**src/rtl/queue_fifo_if.sv**
```systemverilog
// ---------------------------------------------------------------------------
// queue_fifo_if : handshake/data bundle for queue_fifo.
//
//   data   : word to enqueue                          (master -> slave)
//   push   : enqueue strobe, one entry per cycle       (master -> slave)
//   pop    : dequeue strobe, one entry per cycle       (master -> slave)
//   out    : registered head word loaded by a pop      (slave  -> master)
//   full   : count == DEPTH                            (slave  -> master)
//   empty  : count == 0                                (slave  -> master)
//   count  : number of stored entries, 0..DEPTH        (slave  -> master)
//
// With QUEUE_FIFO_ERR_EN defined, two extra slave outputs exist:
//   overflow  : pulse after a push rejected because the queue was full
//   underflow : pulse after a pop rejected because the queue was empty
// ---------------------------------------------------------------------------
interface queue_fifo_if #(
    parameter int WIDTH  = 16,
    parameter int ADDR_W = 4
);
    logic [WIDTH-1:0]  data;
    logic              push;
    logic              pop;
    logic [WIDTH-1:0]  out;
    logic              full;
    logic              empty;
    logic [ADDR_W:0]   count;
`ifdef QUEUE_FIFO_ERR_EN
    logic              overflow;
    logic              underflow;
`endif

    // Requester side: drives strobes and data, observes status.
    modport master (
        output data, push, pop,
        input  out, full, empty, count
`ifdef QUEUE_FIFO_ERR_EN
        , input overflow, underflow
`endif
    );

    // Queue side.
    modport slave (
        input  data, push, pop,
        output out, full, empty, count
`ifdef QUEUE_FIFO_ERR_EN
        , output overflow, underflow
`endif
    );
endinterface

```
**src/rtl/queue_fifo.sv**
```systemverilog
// ---------------------------------------------------------------------------
// queue_fifo : circular-buffer FIFO with a registered head output.
//
// Order-preserving companion to the LIFO stack; same strobe handshake.
//
// Ports:
//   clk    : system clock, all state changes on the rising edge
//   reset  : asynchronous, active-low reset
//   q      : queue_fifo_if.slave (data/push/pop in; out/full/empty/count out)
//
// Parameters:
//   WIDTH  : data word width
//   DEPTH  : number of entries, power of two, >= 2
//   ADDR_W : pointer width, log2(DEPTH)
//
// Optional feature macro: QUEUE_FIFO_ERR_EN adds registered overflow /
// underflow pulses for rejected push / pop requests. Datapath behaviour is
// identical with or without it.
// ---------------------------------------------------------------------------
module queue_fifo #(
    parameter int WIDTH  = 16,
    parameter int DEPTH  = 16,
    parameter int ADDR_W = 4
) (
    input logic         clk,
    input logic         reset,
    queue_fifo_if.slave q
);
    localparam logic [ADDR_W-1:0] PTR_ONE  = 1;
    localparam logic [ADDR_W:0]   CNT_ONE  = 1;
    localparam logic [ADDR_W:0]   CNT_FULL = (ADDR_W+1)'(DEPTH);

    if (DEPTH < 2 || (1 << ADDR_W) != DEPTH) begin : g_bad_cfg
        $error("queue_fifo: DEPTH must be a power of two >= 2 and equal 2**ADDR_W");
    end

    // Storage is deliberately not reset; pop is never accepted while empty,
    // so unwritten entries can never reach out.
    logic [WIDTH-1:0]  mem [DEPTH];

    logic [ADDR_W-1:0] wr_ptr;
    logic [ADDR_W-1:0] rd_ptr;
    logic [ADDR_W:0]   count_r;
    logic [ADDR_W:0]   count_nxt;
    logic [WIDTH-1:0]  out_r;
    logic              full_r;
    logic              empty_r;

    logic              push_ok;
    logic              pop_ok;

    // A push into a full queue is still accepted when a pop frees the head
    // slot in the same cycle. Pop never bypasses an in-flight push.
    assign push_ok = q.push && (!full_r || q.pop);
    assign pop_ok  = q.pop  && !empty_r;

    always_comb begin
        count_nxt = count_r;
        case ({push_ok, pop_ok})
            2'b10:   count_nxt = count_r + CNT_ONE;
            2'b01:   count_nxt = count_r - CNT_ONE;
            default: count_nxt = count_r;
        endcase
    end

    always_ff @(posedge clk) begin
        if (push_ok) begin
            mem[wr_ptr] <= data_in();
        end
    end

    function automatic logic [WIDTH-1:0] data_in();
        return q.data;
    endfunction

    // When full with push+pop, wr_ptr == rd_ptr: the read below samples the
    // old head before the write lands, which is exactly the required order.
    always_ff @(posedge clk or negedge reset) begin
        if (!reset) begin
            wr_ptr  <= '0;
            rd_ptr  <= '0;
            count_r <= '0;
            out_r   <= '0;
            full_r  <= 1'b0;
            empty_r <= 1'b1;
        end else begin
            if (push_ok) begin
                wr_ptr <= wr_ptr + PTR_ONE;
            end
            if (pop_ok) begin
                out_r  <= mem[rd_ptr];
                rd_ptr <= rd_ptr + PTR_ONE;
            end
            count_r <= count_nxt;
            // Flags decode the next count so they line up with count.
            full_r  <= (count_nxt == CNT_FULL);
            empty_r <= (count_nxt == '0);
        end
    end

    assign q.out   = out_r;
    assign q.count = count_r;
    assign q.full  = full_r;
    assign q.empty = empty_r;

`ifdef QUEUE_FIFO_ERR_EN
    logic overflow_r;
    logic underflow_r;

    always_ff @(posedge clk or negedge reset) begin
        if (!reset) begin
            overflow_r  <= 1'b0;
            underflow_r <= 1'b0;
        end else begin
            overflow_r  <= q.push && full_r && !q.pop;
            underflow_r <= q.pop && empty_r;
        end
    end

    assign q.overflow  = overflow_r;
    assign q.underflow = underflow_r;
`endif

endmodule

```
**src/flat_wrapper.sv**
```systemverilog
// flat-port wrapper written by rule: the top's interface ports become plain ports
module queue_fifo_flat 
#(
    parameter int WIDTH  = 16,
    parameter int DEPTH  = 16,
    parameter int ADDR_W = 4
)
  (clk, reset, q_data, q_push, q_pop, q_out, q_full, q_empty, q_count);
  queue_fifo_if #(.WIDTH(WIDTH), .ADDR_W(ADDR_W)) q_i ();
  input logic clk;
  input logic reset;
  input wire logic [$bits(q_i.data)-1:0] q_data;
  input wire logic [$bits(q_i.push)-1:0] q_push;
  input wire logic [$bits(q_i.pop)-1:0] q_pop;
  output wire logic [$bits(q_i.out)-1:0] q_out;
  output wire logic [$bits(q_i.full)-1:0] q_full;
  output wire logic [$bits(q_i.empty)-1:0] q_empty;
  output wire logic [$bits(q_i.count)-1:0] q_count;
  assign q_i.data = q_data;
  assign q_i.push = q_push;
  assign q_i.pop = q_pop;
  assign q_out = q_i.out;
  assign q_full = q_i.full;
  assign q_empty = q_i.empty;
  assign q_count = q_i.count;
  queue_fifo #(.WIDTH(WIDTH), .DEPTH(DEPTH), .ADDR_W(ADDR_W)) u_core (.clk(clk), .reset(reset), .q(q_i));
endmodule
```
**config.mk**
```make
export PLATFORM = sky130hd
export DESIGN_NAME = queue_fifo_flat
export DESIGN_NICKNAME = d
export VERILOG_FILES = /design/src/rtl/queue_fifo_if.sv /design/src/rtl/queue_fifo.sv /design/src/flat_wrapper.sv
export SDC_FILE = /design/constraint.sdc
export NUM_CORES = 1
export LEC_CHECK = 0
export CAP_MARGIN = 15
export CELL_PAD_IN_SITES_DETAIL_PLACEMENT = 0
export CELL_PAD_IN_SITES_GLOBAL_PLACEMENT = 1
export CORE_ASPECT_RATIO = 0.75
export CORE_MARGIN = 2
export CORE_UTILIZATION = 52
export CTS_CLUSTER_DIAMETER = 40
export DETAILED_ROUTE_END_ITERATION = 12
export PLACE_DENSITY = 0.73
export SYNTH_ARGS = -nofsm -noshare
export SYNTH_HDL_FRONTEND = slang
export SYNTH_SLANG_ARGS = --single-unit
```
**constraint.sdc**
```tcl
create_clock -name clk -period 3.5 [get_ports clk]
set_input_delay 0.35 -clock clk [delete_from_list [all_inputs] [get_ports clk]]
set_output_delay 0.35 -clock clk [all_outputs]
set_load 0.02 [all_outputs]
```
==> impl_metrics.py, run 1 <==
metrics = {
    "logic_synthesis": {
        "synth_edf_count": 256,
        "netlist_top_cells_area": "edfxtp_1 (69%), mux4_2 (13%), dfrtp_1 (6.7%)",
        "yosysTopAreaCellShare": 0.6872,
        "yosys_warnings": 0,
        "syn-cell-area_um2": 11190,
        "synth_async_sr_flop_share": 0.1080,
        "ys.flop_type": "edfxtp_1",
        "syn_nets": 556,
        "ys_seq_area_frac": 0.7566,
        "netlist_top_cells_count": "edfxtp_1 (256), mux4_2 (64), dfrtp_1 (30)",
        "yosys.cell_count.top_type": "edfxtp_1",
        "synthCells": 529,
        "ys_types": 36,
        "synth_area_per_cell_um2": 21.15,
        "ys_ff_latch": 287,
        "synth_largest_area_cell": "edfxtp_1",
    },
    "clocking": {
        "cts_buffers": 36,
        "cts.reportedPaths.clkPinSlew_ps": 60,
        "clockBufferDepth": 3,
        "clock_sinks": 287,
        "clock_latency_ps": 490,
        "cts_max_level": 2,
        "cts_resized": 0,
        "root_buffer": "clkbuf_16",
        "cts_tree": "yes",
    },
    "power_and_ir_drop": {
        "peakVddDrop_v": 0.0004359,
        "seqPwrFrac": 0.411,
        "report.power.total_uw": 11330,
        "p_leak_uw": 0.004441,
        "comb_power_share": 0.266,
        "clkPwrFrac": 0.323,
        "p_sw_frac": 0.2921,
        "powerDensity_nw_per_um2": 851.4,
        "p_int_uw": 8021,
        "switchingPower_uw": 3310,
    },
    "finish": {
        "antennaDiodeCount": 0,
        "layout.nets": 636,
        "drive_gt1_frac": 0.2835,
        "area_growth_pct": 18.96,
    },
    "route": {
        "routed_wl_um": 23860,
        "vias": 5447,
        "route.detailed.drc": 0,
        "avgViaCountPerCell": 5.901,
        "ant_nets": 0,
        "wl_per_cell_um": 25.85,
        "dr.pass1.iters": 6,
        "drt_iter0_markers": 454,
    },
    "grt": {
        "grt_pass1_vias": 5643,
        "grt_max_degree": 51,
        "grt_pass1_wl_um": 35200,
        "track_usage": 0.2151,
        "antenna_found_initial": 0,
        "globalRouteOverflowTotal": 0,
    },
    "setup_path": {
        "endpoint_kind": "register",
        "arrival_ps": 2820,
        "start_kind": "register",
        "rr_worst_depth": 4,
        "path_max_fanout": 26,
        "required_ps": 3870,
        "crit_type": "register to register",
    },
    "sta": {
        "worstMarginPinSlew_ps": 943.2,
        "drv_slew": 0,
        "max_freq_mhz": 408.5,
        "period_needed_ps": 2448,
        "tns_ps": 0,
        "setup_viol": 0,
        "post-route-period-util": 0.6995,
        "layout_setup_ws_ps": 1052,
        "finalHoldViolCount": 0,
        "rsz0062_at_grt": "false",
        "slew_headroom": 0.3712,
        "finalClockSkew_ps": 8.697,
    },
    "placed_design": {
        "gp_congestion": 0.8119,
        "io_buffers": 42,
        "hpwlAfterDp_um": 13760,
        "place_ws_ps": 640.8,
    },
    "run": {
        "max_cap_violations": 0,
    },
    "die": {
        "die_x_um": 173.4,
        "start_util": 0.5296,
        "die_h_um": 131.0,
        "num_io_pins": 43,
        "rows": 46,
        "dieArea_um2": 22720,
        "core_um2": 21120,
    },
    "outcome": {
        "status": "finished, final reports clean",
    },
    "worst_hold_path": {
        "min_path_type": "input pin to async pin",
    },
}
[final timing paths]
| path | end | slack (ps) | start |
|---|---|---|---|
| max | u_core.q.out[7] | 1050 | u_core.rd_ptr[0] |
| min | u_core.q.count[1] | 510 | reset |
| max reg2reg | u_core.q.out[7] | 1050 | u_core.rd_ptr[0] |
| min reg2reg | u_core.q.out[5] | 530 | u_core.q.out[5] |
| max in group asynchronous | u_core.rd_ptr[0] | 2370 | reset |
| min in group clk | u_core.q.out[5] | 530 | u_core.q.out[5] |
[cell usage in the layout, fill, tap and decap left out, types with 4 or more instances in the layout]
master and instances:
a221o_1 16, nor4_2 4, dfrtp_1 27, clkbuf_1 7, xnor2_1 8, ha_1 7
xor2_1 4, nor3_1 18, clkinvlp_4 4, clkbuf_16 37, inv_1 11, bufinv_16 4
nand2_1 8, mux2_2 17, nor2_2 4, and2_1 9, edfxtp_1 256, mux4_2 64
mux2i_1 17, clkdlybuf4s50_1 41, inv_6 4, buf_4 26
[repair_timing]
item	CTS	global route
buffers inserted	0	0
hold endpoints to repair	30	0
hold buffers	1	0
[metrics by stage]
step,hold WS (ps),instances,instance area [um2],util
2_1_floorplan,54.41,529,11190,-
3_3_place_gp,490.1,858,12110,0.5731
3_5_place_dp,502.3,858,12110,0.5731
4_1_cts,524.4,923,13310,0.6300
5_1_grt,543.7,923,13310,0.6300
6_report,506.7,923,13310,0.6300
[power by group through the flow]
stage	Clock (uW)	Combinational (uW)	Sequential (uW)
finish	3660	3010	4660
global route	3860	3220	4720
CTS	3720	3050	4670
detailed placement	0	3030	4730
global placement	0	2980	4710
floorplan	0	2090	4580
[critical path: stages, from the launching register on]
cell and delay, ps:
dfrtp_4 770, buf_4 370, mux4_2 550, mux2_2 280
a221o_1 320
[layout make-up]
type                    count  area [um2]
clock buffers              44       952.2
repair buffers             71       660.6
inverters                  11       41.29
multi-input cells         202        2582
well taps                 288       360.3
fillers                  1496        7815
clock inverters            20       240.2
flip-flops and latches    287        8471
[registers in the layout, indices dropped and copies added (netlist names)]
name,count
u_core.rd_ptr,4
u_core.q.out,16
u_core.q.count,5
u_core.q.empty,1
u_core.wr_ptr,4
u_core.mem,256
u_core.q.full,1
[cells by family (layout without fill, tap and decap cells)]
family	after synthesis	after routing	synth area share
AOI/OAI and AO/OA	27	27	0.02069
xor gates and xnor gates	12	12	0.009395
adders and majority gates	7	7	0.007829
buffers and inverters	40	146	0.01566
DFF	287	287	0.7566
muxes	98	98	0.1612
and+or+nand+nor	58	58	0.02863
[metal layers]
| metal | vias up | share of wire | global-route usage |
|---|---|---|---|
| li1 | 2346 | - | - |
| met2 | 130 | 0.49 | 0.3562 |
| met4 | 0 | 0.014 | 0.05384 |
| met1 | 2938 | 0.44 | 0.3058 |
| met5 | - | 0 | 0 |
| met3 | 33 | 0.049 | 0.03646 |
Power figures use the tool's default switching activity.
==> run 2: changes to the inputs <==
- clock period: 3.5 -> 2.5 ns (I/O delays scaled with it)
==> impl_metrics.py, run 2 (same netlist as run 1, synthesis figures left out) <==
metrics = {
    "route": {
        "dr.pass1.iters": 5,
        "routed_wl_um": 23490,
        "ant_nets": 0,
        "drt_iter0_markers": 538,
        "route.detailed.drc": 0,
        "wl_per_cell_um": 25.28,
        "vias": 5447,
        "avgViaCountPerCell": 5.863,
    },
    "grt": {
        "grt_pass1_vias": 5594,
        "grt_pass1_wl_um": 35250,
        "track_usage": 0.2172,
        "grt_max_degree": 68,
        "globalRouteOverflowTotal": 0,
        "antenna_found_initial": 0,
    },
    "clocking": {
        "clock_sinks": 287,
        "cts_tree": "yes",
        "cts_buffers": 34,
        "post_cts_buffers": 0,
        "cts.reportedPaths.clkPinSlew_ps": 60,
        "cts_max_level": 2,
        "root_buffer": "clkbuf_16",
        "clock_latency_ps": 510,
        "clockBufferDepth": 3,
    },
    "sta": {
        "rsz0062_at_grt": "false",
        "finalClockSkew_ps": 13.07,
        "max_freq_mhz": 450.4,
        "worstMarginPinSlew_ps": 1044,
        "drv_slew": 0,
        "setup_viol": 0,
        "slew_headroom": 0.3038,
        "post-route-period-util": 0.8881,
        "finalHoldViolCount": 0,
        "period_needed_ps": 2220,
    },
    "placed_design": {
        "io_buffers": 42,
        "post_dp_cell_area_um2": 12320,
        "gp_congestion": 0.7263,
        "hpwlAfterDp_um": 13640,
    },
    "die": {
        "die_h_um": 131.0,
        "core_um2": 21120,
        "start_util": 0.5296,
        "rows": 46,
        "num_io_pins": 43,
        "die_x_um": 173.4,
        "dieArea_um2": 22720,
    },
    "setup_path": {
        "r2r_setup_slack_ps": 280,
        "rr_worst_depth": 7,
        "arrival_ps": 2630,
        "endpoint_kind": "register",
        "reg2reg_to": "u_core.q.full",
        "rr_startpoint": "u_core.q.empty",
        "path_max_fanout": 5,
        "required_ps": 2910,
        "crit_type": "register to register",
        "start_kind": "register",
    },
    "finish": {
        "top_register": "u_core.mem",
        "final_common_cell": "edfxtp_1",
        "stdcell_area_um2": 13530,
        "largest_reg_flops": 256,
        "layout.nets": 644,
        "area_growth_pct": 20.90,
        "mostFrequentLayoutCells": "edfxtp_1 (256), mux4_2 (64), clkdlybuf4s50_1 (41), clkbuf_16 (37), dfrtp_1 (27)",
        "antennaDiodeCount": 0,
        "drive_gt1_frac": 0.2871,
    },
    "power_and_ir_drop": {
        "p_leak_uw": 0.004538,
        "peakVddDrop_v": 0.0006695,
        "powerDensity_nw_per_um2": 1190,
        "report.power.total_uw": 16100,
    },
    "run": {
        "max_cap_violations": 0,
    },
    "outcome": {
        "status": "finished, final reports clean",
    },
    "worst_hold_path": {
        "min_path_type": "input pin to async pin",
    },
}
[run 2: cell count changes in the layout (fill, tap and decap cells not counted), sizes merged]
cell | before | now
bufinv | 4 | 6
inv | 16 | 14
clkinv | 7 | 6
buf | 29 | 39
clkinvlp | 4 | 1
[run 2: repair_timing]
item                      in CTS  in global routing
hold endpoints to repair      30                  0
hold buffers                   1                  0
gates resized for setup        0                  0
[run 2: report_power, final]
group	leakage, uW	switching [uW]	internal [uW]
clock	0.000579	1850	3320
sequential	0.00268	463	5910
combinational	0.00128	2240	2320
[run 2: worst max path at each step]
stage                              start  slack (ps)               end
after global routing      u_core.q.empty          60     u_core.q.full
after global placement             q_pop         -20     u_core.q.full
after floorplan            u_core.q.full        -560  u_core.mem[0][0]
after CTS                 u_core.q.empty         280     u_core.q.full
after detailed placement           q_pop         -60     u_core.q.full
final                     u_core.q.empty         280     u_core.q.full
[run 2: per-layer routing]
layer	vias up	share of wire	global-route usage
li1	2363	-	-
met1	2885	0.43	0.3005
met2	159	0.49	0.3555
met3	40	0.052	0.04311
met4	0	0.022	0.07228
met5	-	0	0
[run 2: through the flow]
stage | instances | hold WS (ps) | util | worst slack, ps | TNS, ps
finish | 929 | 409.1 | 0.6403 | 279.8 | 0
global route | 929 | 492.8 | 0.6403 | 62.13 | 0
CTS | 929 | 433.9 | 0.6403 | 281.2 | 0
detailed placement | 868 | 424.7 | 0.5832 | -56.63 | -56.63
global placement | 868 | 402.2 | 0.5832 | -22.70 | -22.70
floorplan | 529 | -45.59 | - | -560.2 | -35850
[run 2: final cells by class]
cell class / instances / area [um2]
Sequential cell: 287 / 8471
Fill cell: 1433 / 7597
Multi-Input combinational cell: 202 / 2582
Clock buffer: 44 / 952.2
Timing Repair Buffer: 81 / 873.3
Tap cell: 288 / 360.3
Clock inverter: 16 / 245.2
Inverter: 11 / 41.29
[run 2: worst max-delay path, cell delays in order, from the launching register on]
cell	delay (ps)
dfstp_2	540
nor3b_2	50
xor2_1	140
ha_1	240
and4bb_2	250
o311ai_0	490
xnor2_1	220
nor3b_1	200
==> run 3: changes to the inputs <==
- CELL_PAD_IN_SITES_DETAIL_PLACEMENT: 0 -> 1
- CELL_PAD_IN_SITES_GLOBAL_PLACEMENT: 1 -> 2
- CORE_UTILIZATION: 52 -> 48
- PLACE_DENSITY: 0.73 -> 0.75
==> impl_metrics.py, run 3 (same netlist as run 1, synthesis figures left out) <==
metrics = {
    "outcome": {
        "status": "finished, final reports clean",
    },
    "route": {
        "wl_per_cell_um": 26.16,
        "route.detailed.drc": 0,
        "routed_wl_um": 24720,
        "drt_iter0_markers": 448,
        "dr.pass1.iters": 5,
        "ant_nets": 0,
        "avgViaCountPerCell": 5.825,
        "vias": 5505,
    },
    "sta": {
        "worstMarginPinSlew_ps": 917.6,
        "post-route-period-util": 0.9022,
        "layout_setup_ws_ps": 244.6,
        "finalClockSkew_ps": 8.976,
        "max_freq_mhz": 443.4,
        "worst_hold_slack_ps": 377.3,
        "setup_viol": 0,
        "period_needed_ps": 2255,
        "drv_slew": 0,
        "finalHoldViolCount": 0,
        "rsz0062_at_grt": "false",
        "slew_headroom": 0.3883,
    },
    "placed_design": {
        "hpwlAfterDp_um": 15070,
        "io_buffers": 42,
        "dp_cells": 882,
        "place_ws_ps": -101.4,
        "gp_congestion": 0.7792,
    },
    "finish": {
        "final_common_cell": "edfxtp_1",
        "fin_cells": 945,
        "top_register": "u_core.mem",
        "area_growth_pct": 20.36,
        "layout.nets": 647,
        "fin_util": 0.5869,
        "mostFrequentLayoutCells": "edfxtp_1 (256), mux4_2 (64), clkdlybuf4s50_1 (41), clkbuf_16 (37), buf_4 (31)",
        "antennaDiodeCount": 0,
        "largest_reg_flops": 256,
        "drive_gt1_frac": 0.2992,
    },
    "setup_path": {
        "path_delay_family": "flip-flops",
        "endpoint_kind": "register",
        "crit_buf_inv": 0,
        "cpPeakStageDelay_ps": 540,
        "path_max_fanout": 5,
        "slowest_stage": "dfstp_2",
        "start_kind": "register",
        "required_ps": 2930,
        "rr_worst_depth": 7,
        "crit_type": "register to register",
        "arrival_ps": 2680,
        "reg2reg_to": "u_core.q.full",
        "rr_startpoint": "u_core.q.empty",
        "path_cells": "nor3b_2 > xor2_1 > ha_1 > and4bb_2 > o311ai_0 > xnor2_1 > nor3b_1",
        "r2r_setup_slack_ps": 240,
    },
    "die": {
        "dieArea_um2": 24560,
        "rows": 48,
        "start_util": 0.4876,
        "core_um2": 22940,
        "die_h_um": 136.2,
        "num_io_pins": 43,
        "die_x_um": 180.3,
    },
    "grt": {
        "antenna_found_initial": 0,
        "globalRouteOverflowTotal": 0,
        "track_usage": 0.2095,
        "grt_pass1_wl_um": 37410,
        "grt_max_degree": 65,
        "grt_pass1_vias": 5891,
    },
    "clocking": {
        "cts_tree": "yes",
        "clock_sinks": 287,
        "cts.reportedPaths.clkPinSlew_ps": 60,
        "clock_latency_ps": 510,
        "cts_max_level": 2,
        "cts_resized": 0,
        "clockBufferDepth": 3,
        "post_cts_buffers": 0,
        "cts_buffers": 35,
        "root_buffer": "clkbuf_16",
    },
    "power_and_ir_drop": {
        "report.power.total_uw": 15930,
        "switchingPower_uw": 4712,
        "p_int_uw": 11220,
        "p_leak_uw": 0.004510,
        "powerDensity_nw_per_um2": 1183,
        "comb_power_share": 0.290,
        "peakVddDrop_v": 0.0008686,
        "clkPwrFrac": 0.312,
        "seqPwrFrac": 0.398,
        "p_sw_frac": 0.2958,
    },
    "run": {
        "max_cap_violations": 0,
    },
    "worst_hold_path": {
        "min_path_type": "input pin to async pin",
    },
}
## run 3: power by group through the flow
stage / Clock, uW / Combinational (uW) / Sequential (uW)
finish: 4980 / 4620 / 6330
global route: 5250 / 4940 / 6410
CTS: 5080 / 4680 / 6340
detailed placement: 0 / 4640 / 6430
global placement: 0 / 4550 / 6400
floorplan: 0 / 2920 / 6410
## run 3: cell type report
class,count,area (um2)
Fill cell,1950,9478
Sequential cell,287,8471
Multi-Input combinational cell,202,2582
Clock buffer,39,943.4
Timing Repair Buffer,83,838.3
Tap cell,300,375.4
Clock inverter,23,212.7
Inverter,11,41.29
## run 3: how the worst max path moves through the flow
stage | from | endpoint | slack (ps) | cells after the start
3_3_place_gp | q_pop | u_core.q.full | -50 | 9
6_report | u_core.q.empty | u_core.q.full | 240 | 7
4_1_cts | u_core.q.empty | u_core.q.full | 240 | 7
5_1_grt | u_core.q.empty | u_core.q.full | 90 | 8
2_1_floorplan | u_core.q.full | u_core.mem[0][0] | -560 | 3
3_5_place_dp | q_pop | u_core.q.full | -100 | 8
## run 3: what timing repair did
item	in CTS	in global routing
hold buffers	1	0
setup endpoints to repair	0	0
hold endpoints to repair	30	0
## run 3: through the flow
step,instance area (um2),setup TNS (ps)
2_1_floorplan,11190,-35850
3_3_place_gp,12300,-64.31
3_5_place_dp,12300,-145.9
4_1_cts,13460,0
5_1_grt,13460,0
6_report,13460,0
## run 3: routing by layer
metal	global-route usage	up-vias	share of wire
met5	0	-	0
met4	0.06452	0	0.020
met3	0.04340	37	0.047
met2	0.3282	142	0.48
met1	0.3007	2956	0.46
li1	-	2370	-
## run 3: worst reg2reg max path: stages, from the launching register on
cell and delay, ps:
dfstp_2 540, nor3b_2 50, xor2_1 140, ha_1 250, and4bb_2 250, o311ai_0 510, xnor2_1 230, nor3b_1 200
